`src/rtl/gray_to_bin_comb.sv`:
```
// Combinational Gray-to-binary decode: each binary bit is the XOR of all
// Gray bits at or above its position. Reusable by other gray-pointer logic.
module gray_to_bin_comb #(
  parameter int WIDTH = 4
) (
  input  logic [WIDTH-1:0] gray,
  output logic [WIDTH-1:0] bin
);

  // Each bit is computed as an independent reduction of the upper slice, so
  // there is no bit-to-bit feedback on the bin vector itself.
  for (genvar i = 0; i < WIDTH; i++) begin : g_bit
    assign bin[i] = ^gray[WIDTH-1:i];
  end

endmodule

```
`src/rtl/gray_to_bin.sv`:
```
// Registered Gray-to-binary converter with a valid qualifier.
// One cycle of latency and full throughput, with no backpressure.
module gray_to_bin #(
  parameter int WIDTH = 4
) (
  input  logic             clk,
  input  logic             rst,
  input  logic [WIDTH-1:0] gray,
  input  logic             gray_valid,
  output logic [WIDTH-1:0] bin,
  output logic             bin_valid
);

  logic [WIDTH-1:0] w_bin;
  logic [WIDTH-1:0] r_bin;
  logic             r_bin_valid;

  gray_to_bin_comb #(.WIDTH(WIDTH)) u_comb (
    .gray (gray),
    .bin  (w_bin)
  );

  // Reset wins over an input in the same cycle; with no valid input, the data register holds.
  always_ff @(posedge clk) begin
    if (rst) begin
      r_bin       <= '0;
      r_bin_valid <= 1'b0;
    end else begin
      r_bin_valid <= gray_valid;
      if (gray_valid) r_bin <= w_bin;
    end
  end

  assign bin       = r_bin;
  assign bin_valid = r_bin_valid;

endmodule

```
`config.mk`:
```
export PLATFORM = sky130hd
export DESIGN_NAME = gray_to_bin
export DESIGN_NICKNAME = d
export VERILOG_FILES = /design/src/rtl/gray_to_bin_comb.sv /design/src/rtl/gray_to_bin.sv
export SDC_FILE = /design/constraint.sdc
export NUM_CORES = 1
export LEC_CHECK = 0
export CORE_AREA = 5 5 42 44
export CTS_CLUSTER_SIZE = 16
export DETAILED_ROUTE_END_ITERATION = 8
export DIE_AREA = 0 0 47 49
export PLACE_DENSITY = 0.41
export SYNTH_ARGS = -nofsm -noshare
export SYNTH_HDL_FRONTEND = slang
export SYNTH_SLANG_ARGS = --single-unit
```
`constraint.sdc`:
```
create_clock -name clk -period 1.2 [get_ports clk]
set_input_delay 0.24 -clock clk [delete_from_list [all_inputs] [get_ports clk]]
set_output_delay 0.24 -clock clk [all_outputs]
set_load 0.05 [all_outputs]
```
======== Yosys cells after proc, flatten, opt, wreduce, memory -nomap -nowiden ========
Index checks and enable logic that the tools add are counted.
storage, ports and cells
  word-level logic and storage cells ...... 5
  bits in registers ....................... 5
  input bits .............................. 7
  output and inout port bits .............. 5
operators by class
  reductions and logical operators ........ 3
operators by type and width
  kind               count
  $reduce_xor A4 Y1  1
  $reduce_xor A3 Y1  1
  $reduce_xor A2 Y1  1

======== Logic depth before layout (Yosys ltp) ========
Gate-level depths: netlist of the first run.
  depth after elaboration ................. 1
  depth in mapped cells ................... 3

======== By module ========
Synthesis of the first run repeated with hierarchy kept, for this count alone.
unflattened totals
  cell total of the unflattened synthesis .. 20
  area total of the unflattened synthesis .. 222.7 um^2
modules (own cells, without submodules)
  module            area an instance (um^2)  cells each  times used
  gray_to_bin       172.7                    15          1
  gray_to_bin_comb  50.0                     5           1

======== Least setup slack after synthesis of the first run ========
Ideal clock, no wire load.
  path type ............................... register to register
  start ................................... register bin[1] (netlist name)
  end ..................................... register r_bin[1] (netlist: bin[1])
  library setup time ...................... 0.064 ns
  arrival time ............................ 1.000 ns
  clock period less this slack ............ 1.063 ns
  data required time ...................... 1.136 ns
  slack ................................... 0.137 ns
  path buffers ............................ 0
  cell stages (with the launch flop) ...... 4
  path through ............................ dfxtp_1 -> inv_1 -> mux2_2 -> nor2_1
RTL lines
  element                 line               text
  end signal: assignment  gray_to_bin.sv:30  if (gray_valid) r_bin <= w_bin;
  end: declaration        gray_to_bin.sv:15  logic [WIDTH-1:0] r_bin;

======== Worst setup path in the final report of the first run ========
  start ................................... input port gray[2]
  end ..................................... register r_bin[0] (netlist: bin[0])
on the way
  word-level cells in the longest chain between the ends .. 1
RTL lines
  element             line                    text
  start: declaration  gray_to_bin.sv:8        input logic [WIDTH-1:0] gray,
  $reduce_xor A4 Y1   gray_to_bin_comb.sv:13  assign bin[i] = ^gray[WIDTH-1:i];
Every way passes these cells.
A chain may end at the register's enable or synchronous reset.

==> metrics.txt, run 1 <==
Max Fclk=0.9549 GHz; final hold viol count=0; Worst Hold Class=primary input to flip-flop; Max-Slew Margin vs Limit=0.8638; final global-route overflow total=0; Final GP Congestion=~0.66; Synth top cells by count=dfxtp_1, nor2_1; DR iter-0 viols=1; Finished Layout Cells=53; Netlist cell types=12; total track usage=0.05155; syn_nets=26; Worst path max stage delay=0.37 ns; post-synthesis sequential area ratio=0.4762; Worst Path Max Fanout=2; reg2reg start=bin[1]; top-area cell type share of the netlist area=0.4762; # diodes=0; 1st-pass router iterations=2; initial antenna violation count=0; Async SR Flop Fraction=0; final worst setup slack=around 0.15 ns; status=completed; I/O pin count=12; worst slew pin tran=approximately 0.20 ns; Area Overhead vs Synth=110.7%; Post-synth EDFFs=0; Mapped Area=between 200 and 250 um^2; DIE WIDTH=between 40 and 50 um; Initial Util=0.1500; CP max stage cell=xnor3_1; largest cells by area after synthesis=dfxtp_1, xnor3_1, nor2_1; R2R depth=3; hpwl dp=400 um; Layout Utilization=0.3161; Routed WL per cell=roughly 9.5 um; power per standard cell area=between 1000 and 1500 nW/um^2; CTS tree=yes; worst path cell trace=dlygate4sd2_1, xnor3_1, xor2_1, a211oi_2; leakage dissipation=roughly 0.20 nW; largest area contributor in the synthesized netlist=dfxtp_1; Final TNS setup=0 ns; crit share post-route=0.8727; final WL=502 um; DRC viols=0; unrepaired setup endpoints after global routing=no; Num CTS Buffers=3; prevailing post-synth register cell=dfxtp_1; Port Buffers=11; die area=2303 um^2; share of cells above drive strength 1=0.3784; Worst Hold Endpoint=bin[3]; Clock Sinks=5; most common cell in the netlist=dfxtp_1; largest net degree at the start of global routing=6; Post-Syn Area per Cell=~11 um^2; fin. max-slew vios=0; setup bufs post-CTS=0; CTS clock-pin slew for the worst setup and hold paths=approximately 0.04 ns; vias in the first global route=187; reg2reg end=bin[1]; pre-CTS setup slack=-0.4115 ns; drt via density=between 3 and 4; first-pass GRT wire length=approximately 800 um; Max Buffers Root-to-Sink=2; final net count=45; Worst EP arrival=approximately 1.2 ns; Gate Count Post-Synth=19; Worst setup SP type=primary input; Ys Warns=0; Die Y=about 50 um; hold_sp=gray[3]; Worst Path Required=between 1 and 1.5 ns; core footprint=1401 um^2; DR vias=about 190; Setup Viol. Count Final=0; Hold Path Stages=4; Setup CP Type=primary input to flip-flop; clk_lat worst skew=0.24 ns; post-route ant nets=0; final critical path time including I/O delays and setup=between 1 and 1.5 ns; Hold WS=approximately 0.43 ns; flip-flop and latch count after synthesis=5; cell total after placement=49; reg2reg setup slack=0.39 ns; H-tree levels=1; Site Rows=14; final clock skew=0 ns; clock root buffer=clkbuf_4; number of fill cells=160; Critical Path End Type=flip-flop; Max rail drop VDD=about 0.47 mV; Max-Cap Viols=0; cts-stage hold buffer count=0
layout by cell type, fill, tap and decap left out, types with 2 or more instances in the layout:
master and n:
dfxtp_1 5, clkdlybuf4s50_1 3, buf_12 5, buf_4 4
nor2_1 4, dlygate4sd2_1 2, clkbuf_4 3
worst max-delay path: cells and delay by family:
kind / cells / cell delay, ns
buffers and inverters: 1 / 0.26
XOR/XNOR: 2 / 0.55
AO/OA/AOI/OAI: 1 / 0.16
repair_timing:
item	CTS	global route
endpoints found under the setup margin	2	2
gates resized for setup	2	1
pin swaps	3	0
kinds of logic after synthesis:
group | Yosys count | synth area share
AOI/OAI and AO/OA | 2 | 0.09524
xor gates and xnor gates | 3 | 0.1905
buffers and inverters | 2 | 0.03568
DFF | 5 | 0.4762
muxes | 2 | 0.1012
and+or+nand+nor | 5 | 0.1012
per-layer routing:
layer / routed length (um) / vias up / part of all wire / track usage
met1: 230 / 79 / 0.46 / 0.06874
met3: 100 / 0 / 0.20 / 0.04428
met5: 0 / - / 0 / 0
met2: 170 / 12 / 0.34 / 0.04751
met4: 0 / 0 / 0 / 0.04147
li1: - / 97 / - / -
area by class of cell:
class	instances	area (um^2)	area share
Timing Repair Buffer	15	190.2	0.4294
Multi-Input combinational cell	12	102.6	0.2316
Sequential cell	5	100.1	0.2260
Clock buffer	4	26.28	0.05932
Tap cell	16	20.02	0.04520
Inverter	1	3.754	0.008475
flip-flops by register name, summed over array words and instances (netlist names):
register	cells
bin	4
bin_valid	1
worst max path at each step:
stage          endpoint  slack (ns)  cells past startpoint     from
4_1_cts          bin[0]        0.02                      4  gray[3]
6_report         bin[0]        0.15                      4  gray[2]
2_1_floorplan    bin[1]        0.14                      3   bin[1]
3_3_place_gp     bin[0]       -0.38                      4  gray[3]
5_1_grt          bin[1]        0.10                      4  gray[2]
3_5_place_dp     bin[0]       -0.41                      4  gray[3]
power breakdown:
part           leakage (nW)  switching, mW  internal [mW]  total (mW)
combinational         0.144         0.0767         0.0950       0.172
sequential           0.0415         0.0132          0.180       0.193
clock                0.0150         0.0685          0.126       0.194
through the flow:
| step | cell area, um^2 | power, mW |
|---|---|---|
| final | 442.9 | 0.5591 |
| after global routing | 442.9 | 0.5887 |
| after global placement | 416.7 | 0.3712 |
| after detailed placement | 416.7 | 0.3721 |
| after floorplan | 210.2 | 0.2742 |
| after CTS | 440.4 | 0.5744 |
Note: power is estimated with default switching activity, not from simulation.
==> run 2: changes to the inputs <==
--- a/config.mk
+++ b/config.mk
@@ -9,6 +9,7 @@
 export CTS_CLUSTER_SIZE = 16
 export DETAILED_ROUTE_END_ITERATION = 8
 export DIE_AREA = 0 0 47 49
+export HOLD_SLACK_MARGIN = 0.03
 export PLACE_DENSITY = 0.41
 export SYNTH_ARGS = -nofsm -noshare
 export SYNTH_HDL_FRONTEND = slang
==> results of run 2 <==
Same layout as run 1: the final DEF is identical, and so are final timing and power.
